## config.mk

```make
export PLATFORM = sky130hd
export DESIGN_NAME = mips_fetch_stage
export DESIGN_NICKNAME = d
export VERILOG_FILES = /design/src/rtl/mips_pkg.sv /design/src/rtl/mips_ifid_reg.sv /design/src/rtl/mips_fetch_stage.sv
export SDC_FILE = /design/constraint.sdc
export NUM_CORES = 1
export LEC_CHECK = 0
export ABC_AREA = 0
export BUFFER_PORTS_ARGS = -buffer_cell sky130_fd_sc_hd__buf_4
export CAP_MARGIN = 20
export CORE_AREA = 4 4 144 146
export CTS_CLUSTER_DIAMETER = 50
export DETAILED_ROUTE_END_ITERATION = 6
export DIE_AREA = 0 0 148 150
export SLEW_MARGIN = 25
export SYNTH_ARGS = -nofsm -noshare
export SYNTH_HDL_FRONTEND = slang
export SYNTH_SLANG_ARGS = --single-unit
export TNS_END_PERCENT = 30
```

## constraint.sdc

```tcl
create_clock -name clk -period 3.4 [get_ports clk]
set_input_delay 0.68 -clock clk [delete_from_list [all_inputs] [get_ports clk]]
set_output_delay 0.68 -clock clk [all_outputs]
set_load 0.03 [all_outputs]
```

## src/rtl/mips_pkg.sv

```systemverilog
// Shared types and constants for the MIPS pipeline front end.
// Holds the fetch FSM encoding and the IF/ID bundle layout.
package mips_pkg;

  localparam int XLEN = 32;

  localparam logic [XLEN-1:0] NOP_INSTR_DEF = 32'h0000_0000;
  localparam logic [XLEN-1:0] RESET_PC_DEF  = 32'h0000_0000;

  typedef enum logic [1:0] {
    FETCH,
    WAIT,
    HOLD
  } fetch_state_t;

  typedef struct packed {
    logic [XLEN-1:0] instr;
    logic [XLEN-1:0] pc_plus4;
    logic            valid;
  } if_id_t;

  function automatic logic [XLEN-1:0] word_align(
    input logic [XLEN-1:0] a
  );
    return {a[XLEN-1:2], 2'b00};
  endfunction

endpackage

```

## src/rtl/mips_ifid_reg.sv

```systemverilog
// IF/ID pipeline register.
// Flush beats stall, stall beats load; idle cycles become bubbles.
module mips_ifid_reg
  import mips_pkg::*;
#(
  parameter logic [XLEN-1:0] NOP_INSTR = NOP_INSTR_DEF
) (
  input  logic            clk,
  input  logic            rst_n,
  input  logic            flush_i,
  input  logic            stall_i,
  input  logic            load_i,
  input  logic [XLEN-1:0] instr_i,
  input  logic [XLEN-1:0] pc_plus4_i,
  output if_id_t          ifid_o
);

  if_id_t ifid_q, ifid_d;

  always_comb begin
    ifid_d = ifid_q;
    priority case (1'b1)
      flush_i: begin
        ifid_d.valid = 1'b0;
        ifid_d.instr = NOP_INSTR;
      end
      stall_i: begin
        ifid_d = ifid_q;
      end
      load_i: begin
        ifid_d.instr    = instr_i;
        ifid_d.pc_plus4 = pc_plus4_i;
        ifid_d.valid    = 1'b1;
      end
      default: begin
        ifid_d.valid = 1'b0;
        ifid_d.instr = NOP_INSTR;
      end
    endcase
  end

  always_ff @(posedge clk or negedge rst_n) begin
    if (!rst_n) begin
      ifid_q.instr    <= NOP_INSTR;
      ifid_q.pc_plus4 <= '0;
      ifid_q.valid    <= 1'b0;
    end else begin
      ifid_q <= ifid_d;
    end
  end

  assign ifid_o = ifid_q;

endmodule

```

## src/rtl/mips_fetch_stage.sv

```systemverilog
// Instruction fetch: owns the PC, keeps one imem read in flight,
// and feeds the IF/ID register under stall and redirect control.
module mips_fetch_stage
  import mips_pkg::*;
#(
  parameter logic [XLEN-1:0] RESET_PC  = RESET_PC_DEF,
  parameter logic [XLEN-1:0] NOP_INSTR = NOP_INSTR_DEF
) (
  input  logic            clk,
  input  logic            reset,
  input  logic            stall,
  input  logic            redirect,
  input  logic [XLEN-1:0] redirect_target,
  output logic            imem_req,
  output logic [XLEN-1:0] imem_addr,
  input  logic            imem_valid,
  input  logic [XLEN-1:0] imem_rdata,
  output logic [XLEN-1:0] ifid_instr,
  output logic [XLEN-1:0] ifid_pc_plus4,
  output logic            ifid_valid
);

  fetch_state_t    state_q;
  logic [XLEN-1:0] pc_q;
  logic            squash_q;
  logic [XLEN-1:0] hold_q;

  logic [XLEN-1:0] tgt;
  logic [XLEN-1:0] pc_inc;
  logic            req;
  logic [XLEN-1:0] addr;
  logic            load;
  logic [XLEN-1:0] load_instr;
  if_id_t          ifid;

  assign tgt    = word_align(redirect_target);
  assign pc_inc = pc_q + 32'd4;

  // A fresh response with no stall chains straight into the next read.
  always_comb begin
    req        = 1'b0;
    addr       = pc_q;
    load       = 1'b0;
    load_instr = imem_rdata;
    unique case (state_q)
      FETCH: begin
        req = !redirect;
      end
      WAIT: begin
        if (imem_valid && !squash_q && !redirect && !stall) begin
          req  = 1'b1;
          addr = pc_inc;
          load = 1'b1;
        end
      end
      HOLD: begin
        if (!redirect && !stall) begin
          load       = 1'b1;
          load_instr = hold_q;
        end
      end
      default: begin
        req = 1'b0;
      end
    endcase
  end

  assign imem_req  = req && reset;
  assign imem_addr = addr;

  always_ff @(posedge clk or negedge reset) begin
    if (!reset) begin
      state_q  <= FETCH;
      pc_q     <= RESET_PC;
      squash_q <= 1'b0;
      hold_q   <= NOP_INSTR;
    end else begin
      unique case (state_q)
        FETCH: begin
          if (redirect) pc_q <= tgt;
          else state_q <= WAIT;
        end
        WAIT: begin
          if (imem_valid) begin
            if (squash_q || redirect) begin
              squash_q <= 1'b0;
              state_q  <= FETCH;
              if (redirect) pc_q <= tgt;
            end else if (!stall) begin
              pc_q <= pc_inc;
            end else begin
              hold_q  <= imem_rdata;
              state_q <= HOLD;
            end
          end else if (redirect) begin
            // The in-flight read is stale; drop it when it lands.
            pc_q     <= tgt;
            squash_q <= 1'b1;
          end
        end
        HOLD: begin
          if (redirect) begin
            pc_q    <= tgt;
            state_q <= FETCH;
          end else if (!stall) begin
            pc_q    <= pc_inc;
            state_q <= FETCH;
          end
        end
        default: begin
          state_q <= FETCH;
        end
      endcase
    end
  end

  mips_ifid_reg #(
    .NOP_INSTR (NOP_INSTR)
  ) u_ifid (
    .clk        (clk),
    .rst_n      (reset),
    .flush_i    (redirect),
    .stall_i    (stall),
    .load_i     (load),
    .instr_i    (load_instr),
    .pc_plus4_i (pc_inc),
    .ifid_o     (ifid)
  );

  assign ifid_instr    = ifid.instr;
  assign ifid_pc_plus4 = ifid.pc_plus4;
  assign ifid_valid    = ifid.valid;

endmodule

```

## Word-level counts from Yosys, hierarchy flattened

Index checks and enable logic that the tools add are counted.

| storage, ports and cells | value |
|---|---|
| bits in registers | 132 |
| input bits | 69 |
| output and inout port bits | 98 |
| logic and storage cells | 65 |

| cells by class | value |
|---|---|
| add/subtract/negate cells | 1 |
| equality and inequality tests | 8 |
| muxes and demuxes | 30 |
| bitwise gates (word level) | 3 |
| reduce and logical (&&, ||, !) cells | 16 |

Operators by type and width:

| cell | number |
|---|---|
| 32-bit two-way mux | 12 |
| 32-bit one-hot mux with 3 select lines | 1 |
| 32-bit by 3-bit adder with 32-bit output, second input constant | 1 |
| 2-bit two-way mux | 6 |
| 1-bit two-way mux | 8 |
| 4-bit AND reduction | 2 |
| 3-bit != test, second input constant | 2 |
| 2-bit one-hot mux with 3 select lines | 1 |
| 3-bit AND reduction | 2 |
| 1-bit logical AND | 5 |
| 2-bit by 1-bit != test with 1-bit output, second input constant | 2 |
| 2-bit != test, second input constant | 2 |
| 1-bit one-hot mux with 2 select lines | 2 |
| 1-bit logical NOT | 3 |
| 1-bit NOT | 3 |
| 3-bit nonzero test | 1 |
| 2-bit by 1-bit equality test with 1-bit output, second input constant | 1 |
| 2-bit equality test, second input constant | 1 |
| 2-bit logical NOT | 1 |
| 2-bit nonzero test | 1 |
| 1-bit logical OR | 1 |

## Depth between registers and ports, before layout

Gate-level depths: netlist (run 1).

| logic depth | value |
|---|---|
| depth in word-level cells | 9 |
| depth in mapped cells | 9 |
| mapped depth without buffers | 7 |

## By module

From an unflattened synthesis (run 1), not the netlist that was laid out.

| second synthesis, totals | value |
|---|---|
| cells, all modules | 824 |
| area, all modules | 7998.9 sq um |

By module, submodules not included:

| module | times used | cells an instance | area each (sq um) | sequential area each (sq um) |
|---|---|---|---|---|
| mips_fetch_stage | 1 | 610 | 5362.6 | 1676.6 |
| mips_ifid_reg | 1 | 214 | 2636.3 | 1626.6 |

## Worst setup path before layout (run 1)

Ideal clock, no wire load.

| timing path | value |
|---|---|
| kind | register to output |
| start point | register state_q[1] |
| end point | output port imem_addr[21] |
| arrival | 2400 ps |
| data required time | 2720 ps |
| setup slack | 320 ps |
| cell stages (with the launch flop) | 10 |
| path buffers | 2 |
| cells stage by stage | dfrtp_1 -> inv_1 -> ha_1 -> clkbuf_1 -> nand3b_1 -> nor3_2 -> and3_1 -> clkbuf_1 -> nand3_1 -> xnor2_1 |

| on the way | value |
|---|---|
| longest elaborated chain between the ends | 2 |

Ends and longest elaborated chain:

| element | RTL line | text |
|---|---|---|
| start: declaration | mips_fetch_stage.sv:23 | `fetch_state_t state_q;` |
| start signal: assignment | mips_fetch_stage.sv:73 | `state_q <= FETCH;` |
| start signal: assignment | mips_fetch_stage.sv:81 | `else state_q <= WAIT;` |
| start signal: assignment | mips_fetch_stage.sv:87 | `state_q <= FETCH;` |
| 2-bit by 1-bit equality test with 1-bit output | mips_fetch_stage.sv:45 | `unique case (state_q)` |
| 32-bit two-way mux | mips_fetch_stage.sv:45 |  |
| end: declaration | mips_fetch_stage.sv:15 | `output logic [XLEN-1:0] imem_addr,` |

Every way passes these cells.

## Final worst setup path (run 1)

| timing path | value |
|---|---|
| start point | register pc_q[8] |
| end point | output port imem_addr[27] |

| on the way | value |
|---|---|
| longest elaborated chain between the ends | 3 |

Ends and longest elaborated chain:

| element | RTL line | text |
|---|---|---|
| start: declaration | mips_fetch_stage.sv:24 | `logic [XLEN-1:0] pc_q;` |
| start signal: assignment | mips_fetch_stage.sv:80 | `if (redirect) pc_q <= tgt;` |
| start signal: assignment | mips_fetch_stage.sv:88 | `if (redirect) pc_q <= tgt;` |
| start signal: assignment | mips_fetch_stage.sv:90 | `pc_q <= pc_inc;` |
| 32-bit by 3-bit adder with 32-bit output | mips_fetch_stage.sv:37 | `assign pc_inc = pc_q + 32'd4;` |
| 32-bit two-way mux | mips_fetch_stage.sv:50 | `if (imem_valid && !squash_q && !redirect && !stall) begin` |
| 32-bit two-way mux | mips_fetch_stage.sv:45 |  |

Every way passes these cells.

==> impl_metrics.toml, run 1 <==
[status]
status = "complete, no violations"

[synth]
syn_nets = 915
ys_ff_latch = 132
syn_inst = 841
yosysWarnings = 0
synth_edf_count = 0
seq_area_frac_synth_pct = 43.0
syn_avg_cell_area_um2 = 9.12
syn_area_um2 = 7670
synthArstFlopShare_pct = 100
ys_types = 64
synth_ff_type = "dfrtp_1"

[clocking]
clockBufferDepth = 2
cts_sinks = 132
clock_latency_ps = 420
numCtsBuffers = 17
tritoncts = "done"
cts_htree_levels = 4
root_buffer = "clkbuf_16"
clk_pin_slew_ps = 60

[sta]
min_period_ps = 3210
hold_viol = 0
slew_viol_final = 0
slew_headroom_pct = 46.1
clock.fmax_mhz = 311
fin_skew_ps = 9.86
period_share_pct = 94.5
tightest_slew_ps = 809
rsz0062_at_grt = "no"
setup_ws_ps = 186
setup_viol = 0
fin_setup_tns_ps = 0
fin_hold_ws_ps = 409

[floorplanning]
core_area_um2 = 19400
die_w_um = 148
core.rowCount = 51
initial_core_util_pct = 39.6
dieArea_um2 = 22200
pin_count = 167
dieHeight_um = 150

[pwr]
power_frac_clock_pct = 23.9
p_per_area_nw_per_um2 = 829
p_int_mw = 4.71
net-switching-power_mw = 3.45
p_total_mw = 8.17
p_leak_nw = 4.31
ir_drop_v = 0.000423
seq_power_share_pct = 31.7
combPwrFrac_pct = 44.4
swShare_pct = 42.3

[worst_setup_path]
path_buf_inv = 2
cp_slowest_cell = "dfrtp_1"
worstSetupStartpointType = "register"
cp_max_fo = 7
worst_setup_path_end_kind = "output port"
crit_chain = "nand3_1 > nor2_1 > buf_4 > nand3_1 > nor2_1 > xnor2_1 > buf_4"
crit_arrival_ps = 2530
timing_worst_setup_path_type = "reg2out"
critPathTopFamily = "simple AND/OR/NAND/NOR gates"
cp.required_ps = 2720
max_stage_delay_ps = 520

[route]
vias = 6876
drc_errors = 0
drt_iter0_drc = 529
dr.pass1.iters = 5
wl_per_cell_um = 18.7
drtAntennaViolNets = 0
wl_mm = 23.5
viasPerCell = 5.45

[placement]
io_buffers = 164
dpl_cell_area_um2 = 9200
globalplace.congestion = 0.860
hpwlAfterDp_mm = 16.7
dp_slack_ps = 414
placed_cells = 1228

[layout]
n_antenna_cell = 0
stdcell_count = 1262
final_area_um2 = 9850
area_delta_synth_final_pct = 28.3
nets = 1058
finish.utilization_pct = 50.8
drive_above_1_share_pct = 28.7

[grt]
grt_max_degree = 133
antenna_found_initial = 0
overflow = 0
grt_first_pass_wirelength_mm = 36.5
grt_pass1_vias = 6526
grt_usage_pct = 20.9

[job]
cap_violations = 0

[worst_hold_path]
hold_path_class = "in2async"
layout make-up:
class,instances,area [µm²]
clock buffers,17,425
clock inverters,15,191
fillers,1876,9550
inverters,13,48.8
multi-input cells,621,4030
flip-flops and latches,132,3300
well taps,265,332
repair buffers,199,1520
power groups by stage:
stage,logic (mW),clock network [mW],registers (mW)
finish,3.62,1.95,2.59
detailed placement,3.62,0,2.61
global placement,3.59,0,2.59
global route,3.93,2.05,2.66
CTS,3.63,1.98,2.58
floorplan,2.34,0,2.62
sequential cells by signal (all words and copies together) (netlist names):
| name | count |
|---|---|
| u_ifid.ifid_o | 65 |
| hold_q | 32 |
| pc_q | 32 |
| state_q | 2 |
| squash_q | 1 |
placed cells by master, fill, tap and decap left out, types with 13 or more instances in the layout:
cell type,instances
clkbuf_16,17
xnor2_1,31
buf_4,196
mux2_2,38
mux2i_1,35
o21ai_0,82
nor2_1,44
nor3_1,13
nand2_1,116
dfrtp_1,132
xor2_1,34
nand3_1,22
a21oi_1,38
nand4_1,13
inv_1,13
o22ai_1,15
timing repair:
item | CTS | global route
hold buffers | 0 | 0
resized for setup | 1 | 3
setup endpoints to repair | 4 | 7
setup buffers | 0 | 2
pin swaps | 0 | 1
cell families (layout without fill, tap and decap cells):
logic type,Yosys count,after routing,synth area share (%)
simple gates,274,274,17.3
xor+xnor,65,65,7.42
flops,132,132,43.0
fa+ha+maj,5,5,0.815
mux,73,73,10.1
compound gates,204,204,16.4
buf+inv,88,244,4.89
path summary, 6_finish.rpt:
| kind | from | to | slack (ps) | cells past startpoint |
|---|---|---|---|---|
| min in group clk | u_ifid.ifid_o[21]$_DFFE_PN0P_ | u_ifid.ifid_o[21]$_DFFE_PN0P_ | 480 | 2 |
| max in group asynchronous | reset | u_ifid.ifid_o[32]$_DFFE_PN0P_ | 2450 | 2 |
| hold reg to reg | u_ifid.ifid_o[21]$_DFFE_PN0P_ | u_ifid.ifid_o[21]$_DFFE_PN0P_ | 480 | 2 |
| setup / recovery | pc_q[8]$_DFFE_PN0P_ | imem_addr[27] | 190 | 7 |
| setup reg to reg | state_q[0]$_DFFE_PN0P_ | pc_q[21]$_DFFE_PN0P_ | 850 | 8 |
| hold / removal | reset | u_ifid.ifid_o[1]$_DFFE_PN0P_ | 410 | 2 |
cell usage after synthesis (all sizes together) (4+ instances only):
library cell    n  share of area, %
o31ai           6              0.59
nor3           16               1.2
a221oi          8              0.91
nand4          14               1.2
o21ai          82               5.3
and3            5              0.41
or2             4              0.33
dfrtp         132                43
clkbuf         48               2.3
nand3          23               1.6
ha              5              0.82
o22ai          15               1.2
xnor2          31               3.5
buf            27               1.9
nand2b         10              0.82
nand4b          4              0.46
o211ai          6              0.59
mux2i          35               4.6
and2            8              0.65
nand2         117               5.8
a22oi          10              0.98
mux2           38               5.6
nor2b           5              0.41
inv            13              0.64
nor4            6              0.49
a2bb2oi         4              0.46
xor2           34               3.9
a211oi          4              0.39
a21oi          38               2.5
nor2           45               2.2
layer usage:
layer / vias up / GRT usage [%] / wire, µm
met4: 0 / 5.73 / 330
li1: 3282 / - / -
met5: - / 0 / 0
met3: 33 / 3.54 / 1490
met1: 3298 / 29.7 / 10900
met2: 263 / 33.0 / 10800
(Power assumes the default switching activity.)
==> run 2: changes to the inputs <==
--- a/config.mk
+++ b/config.mk
@@ -12,6 +12,7 @@
 export CTS_CLUSTER_DIAMETER = 50
 export DETAILED_ROUTE_END_ITERATION = 6
 export DIE_AREA = 0 0 148 150
+export RECOVER_POWER = 100
 export SLEW_MARGIN = 25
 export SYNTH_ARGS = -nofsm -noshare
 export SYNTH_HDL_FRONTEND = slang
==> impl_metrics.toml, run 2 (same netlist as run 1, synthesis figures left out) <==
[status]
status = "complete, but fails checks"
violations = "max-capacitance violations, max-slew violations"

[layout]
n_antenna_cell = 0
fillerInstances = 1975
finish.utilization_pct = 48.9
nets = 1058
largest_register_ffs = 65
area_delta_synth_final_pct = 23.7
drive_above_1_share_pct = 20.6
layout_commonest_cell = "dfrtp_1"
final_cell_mix = "dfrtp_1, nand2_1, buf_4"

[clocking]
ctsHoldBuffers = 0
cts_sinks = 132
clockBufferDepth = 2
numCtsBuffers = 17
root_buffer = "clkbuf_16"
cts_htree_levels = 4
clk_pin_slew_ps = 60
tritoncts = "done"
clock_latency_ps = 430

[route]
drtAntennaViolNets = 0
wl_per_cell_um = 18.7
vias = 6874
drt_iter0_drc = 577
drc_errors = 0
wl_mm = 23.6
dr.pass1.iters = 5
viasPerCell = 5.45

[floorplanning]
die_w_um = 148
dieArea_um2 = 22200
pin_count = 167
initial_core_util_pct = 39.6
dieHeight_um = 150
core.rowCount = 51
core_area_um2 = 19400

[grt]
grt_pass1_vias = 6526
overflow = 0
grt_first_pass_wirelength_mm = 36.5
antenna_found_initial = 0
grt_usage_pct = 20.9
grt_max_degree = 133

[worst_setup_path]
reg2reg_depth = 8
worst_setup_path_end_kind = "output port"
critical_path.startpoint = "pc_q[8]$_DFFE_PN0P_"
timing_worst_setup_path_type = "reg2out"
worstSetupStartpointType = "register"
crit_arrival_ps = 2590
cp_max_fo = 7
r2r_slack_ps = 590
r2r-start = "state_q[0]$_DFFE_PN0P_"
r2r_end = "pc_q[21]$_DFFE_PN0P_"
cp.required_ps = 2720

[sta]
tightest_slew_ps = 1850
hold_viol = 0
setup_viol = 0
period_share_pct = 96.0
slew_viol_final = 133
min_period_ps = 3270
slew_headroom_pct = -23.6
clock.fmax_mhz = 306
fin_setup_tns_ps = 0
fin_skew_ps = 9.01
rsz0062_at_grt = "no"

[placement]
io_buffers = 164
globalplace.congestion = 0.860
hpwlAfterDp_mm = 16.7

[worst_hold_path]
hold_depth = 2
worstHoldEndpoint = "u_ifid.ifid_o[21]$_DFFE_PN0P_"
hold_path_class = "reg2reg"
min_from = "u_ifid.ifid_o[21]$_DFFE_PN0P_"

[pwr]
combPwrFrac_pct = 42.9
p_leak_nw = 3.96
ir_drop_v = 0.000419
swShare_pct = 43.4
p_int_mw = 4.50
seq_power_share_pct = 32.5
net-switching-power_mw = 3.45
power_frac_clock_pct = 24.5
p_per_area_nw_per_um2 = 838

[job]
cap_violations = 1
-- run 2: cell type report --
| cell class | instances | area, µm² | area share, % |
|---|---|---|---|
| multi-input cells | 621 | 4020 | 42.4 |
| repair buffers | 199 | 1170 | 12.3 |
| inverters | 13 | 48.8 | 0.514 |
| clock inverters | 15 | 191 | 2.02 |
| clock buffers | 17 | 425 | 4.48 |
| flip-flops and latches | 132 | 3300 | 34.8 |
| well taps | 265 | 332 | 3.49 |
-- run 2: what timing repair did --
| action | in CTS | in global routing |
|---|---|---|
| buffers inserted | 0 | 2 |
| endpoints found under the hold margin | 0 | 0 |
| endpoints found under the setup margin | 4 | 7 |
| pin swaps | 0 | 1 |
| resized for setup | 1 | 3 |
-- run 2: power groups by stage --
stage          Clock, mW  Sequential [mW]  Combinational [mW]
6_report            1.95             2.59                3.41
4_1_cts             1.98             2.58                3.63
2_1_floorplan          0             2.62                2.34
3_5_place_dp           0             2.61                3.62
5_1_grt             2.05             2.66                3.72
3_3_place_gp           0             2.59                3.59
-- run 2: metal layers --
layer	track usage (%)	part of all wire [%]	vias to the layer above	routed length [µm]
met5	0	0	-	0
met4	5.73	1.7	0	403
met3	3.54	6.3	37	1490
met2	33.0	46	268	10800
met1	29.7	46	3290	10900
li1	-	-	3279	-
-- run 2: metrics by stage --
step / setup slack (ps) / hold WS (ps) / std cells / cell area [µm²] / total power, mW
2_1_floorplan: 320 / 384 / 841 / 7670 / 4.96
3_3_place_gp: 420 / 462 / 1228 / 9200 / 6.17
3_5_place_dp: 414 / 467 / 1228 / 9200 / 6.23
4_1_cts: 59.1 / 457 / 1260 / 9820 / 8.19
5_1_grt: 17.8 / 490 / 1262 / 9490 / 8.43
6_report: 135 / 473 / 1262 / 9490 / 7.95
-- run 2: worst max-delay path, stage by stage, from the launching register on --
cell and delay (ps):
dfrtp_1 520, nand3_1 270, nor2_1 390, clkbuf_2 260
nand3_1 200, nor2_1 180, xnor2_1 140, buf_4 190
-- run 2: worst max path at each step --
stage	cells past startpoint	end
after floorplan	9	imem_addr[21]
after global placement	9	imem_addr[29]
after detailed placement	9	imem_addr[29]
after CTS	9	imem_addr[29]
after global routing	8	imem_addr[30]
final	7	imem_addr[27]
==> run 3: changes to the inputs <==
--- a/config.mk
+++ b/config.mk
@@ -13,6 +13,7 @@
 export DETAILED_ROUTE_END_ITERATION = 6
 export DIE_AREA = 0 0 148 150
 export RECOVER_POWER = 100
+export SKIP_CTS_REPAIR_TIMING = 1
 export SLEW_MARGIN = 25
 export SYNTH_ARGS = -nofsm -noshare
 export SYNTH_HDL_FRONTEND = slang
==> constraint.sdc (replaced) <==
create_clock -name clk -period 3 [get_ports clk]
set_input_delay 0.6 -clock clk [delete_from_list [all_inputs] [get_ports clk]]
set_output_delay 0.6 -clock clk [all_outputs]
set_load 0.03 [all_outputs]
==> impl_metrics.toml, run 3 (same netlist as run 1, synthesis figures left out) <==
[route]
vias = 7069
wl_mm = 24.5
drtAntennaViolNets = 0
wl_per_cell_um = 18.9
drt_iter0_drc = 733
drc_errors = 0
viasPerCell = 5.48
dr.pass1.iters = 5

[grt]
use_met3_pct = 4.60
top_usage_layer = "met2"
antenna_found_initial = 0
grt_first_pass_wirelength_mm = 37.8
overflow = 0
grt_max_degree = 95
met2_usage_pct = 33.6
gr-usage-met1_pct = 31.4
grt_pass1_vias = 6624
grt_usage_pct = 21.6

[floorplanning]
dieArea_um2 = 22200
core.rowCount = 51
initial_core_util_pct = 39.6
dieHeight_um = 150
core_area_um2 = 19400
die_w_um = 148
pin_count = 167

[worst_setup_path]
worst_setup_path_end_kind = "output port"
crit_arrival_ps = 2350
crit_chain = "inv_2 > ha_4 > nand3b_1 > nor3_4 > buf_6 > nand2_2 > nor2_2 > xor2_1 > buf_4"
critical_path.startpoint = "state_q[1]$_DFFE_PN0P_"
critPathTopFamily = "simple AND/OR/NAND/NOR gates"
worstSetupStartpointType = "register"
cp_max_fo = 5
r2r-start = "state_q[0]$_DFFE_PN0P_"
cp.required_ps = 2400
timing_worst_setup_path_type = "reg2out"
path_buf_inv = 3
cp_slowest_cell = "dfrtp_1"
max_stage_delay_ps = 420

[clocking]
clockBufferDepth = 2
cts_htree_levels = 4
root_buffer = "clkbuf_16"
clk_pin_slew_ps = 70
clock_latency_ps = 410
tritoncts = "done"
cts_sinks = 132
numCtsBuffers = 17

[layout]
largest_register_ffs = 65
fillerInstances = 1856
final_cell_mix = "buf_4, dfrtp_1, nand2_1"
n_antenna_cell = 0
drive_above_1_share_pct = 33.1
layout_commonest_cell = "buf_4"
area_delta_synth_final_pct = 32.8
nets = 1087

[job]
cap_violations = 1

[pwr]
p_leak_nw = 4.49
p_per_area_nw_per_um2 = 940
ir_drop_v = 0.000686
p_total_mw = 9.58

[sta]
setup_viol = 0
hold_viol = 0
rsz0062_at_grt = "yes"
tightest_slew_ps = 2020
setup_ws_ps = 45.8
fin_skew_ps = 8.91
period_share_pct = 98.5
clock.fmax_mhz = 339
slew_headroom_pct = -34.9
slew_viol_final = 35
min_period_ps = 2950

[status]
violations = "max-capacitance violations, max-slew violations"
status = "complete, but fails checks"

[worst_hold_path]
hold_path_class = "in2reg"
min_from = "imem_valid"

[placement]
hpwlAfterDp_mm = 17.8
io_buffers = 164
globalplace.congestion = 0.869
dp_slack_ps = 347
==> run 3: changes by cell type in the layout (fill, tap and decap cells not counted), sizes merged <==
| cell | before | now |
|---|---|---|
| clkbuf | 113 | 21 |
| buf | 103 | 224 |
==> run 3: layout make-up <==
type / instances / area, µm² / share of cell area (%)
Clock inverter: 15 / 191 / 1.88
Timing Repair Buffer: 228 / 1740 / 17.1
Sequential cell: 132 / 3310 / 32.5
Inverter: 13 / 48.8 / 0.479
Clock buffer: 17 / 425 / 4.18
Multi-Input combinational cell: 621 / 4140 / 40.6
Tap cell: 265 / 332 / 3.25
==> run 3: worst paths after layout <==
path                                           endpoint  slack [ps]  depth (start not counted)
hold / removal                     squash_q$_DFFE_PN0P_         400                          2
max in group asynchronous          pc_q[15]$_DFFE_PN0P_         530                          2
min in group asynchronous           pc_q[6]$_DFFE_PN0P_         800                          2
hold reg to reg            u_ifid.ifid_o[3]$_DFFE_PN0P_         480                          2
setup / recovery                          imem_addr[14]          50                          9
setup reg to reg                   pc_q[21]$_DFFE_PN0P_         410                          7
==> run 3: stage by stage <==
step	TNS [ps]	instance area [µm²]	hold slack (ps)	util (%)	std cells
global route	-22.3	10200	400	52.5	1291
floorplan	0	7680	304	-	841
finish	0	10200	405	52.5	1291
detailed placement	0	9390	468	48.4	1252
global placement	0	9390	461	48.4	1252
CTS	-770	10000	296	51.6	1284
==> run 3: per-layer routing <==
layer | wire [µm] | share of wire (%)
met4 | 225 | 0.92
met3 | 1930 | 7.9
met5 | 0 | 0
met2 | 11400 | 47
met1 | 10900 | 45
==> run 3: power breakdown <==
group	leakage (nW)	internal (mW)	switching [mW]
registers	1.74	2.36	0.495
logic	2.45	1.87	2.65
clock network	0.298	1.33	0.874
total	4.49	5.56	4.02
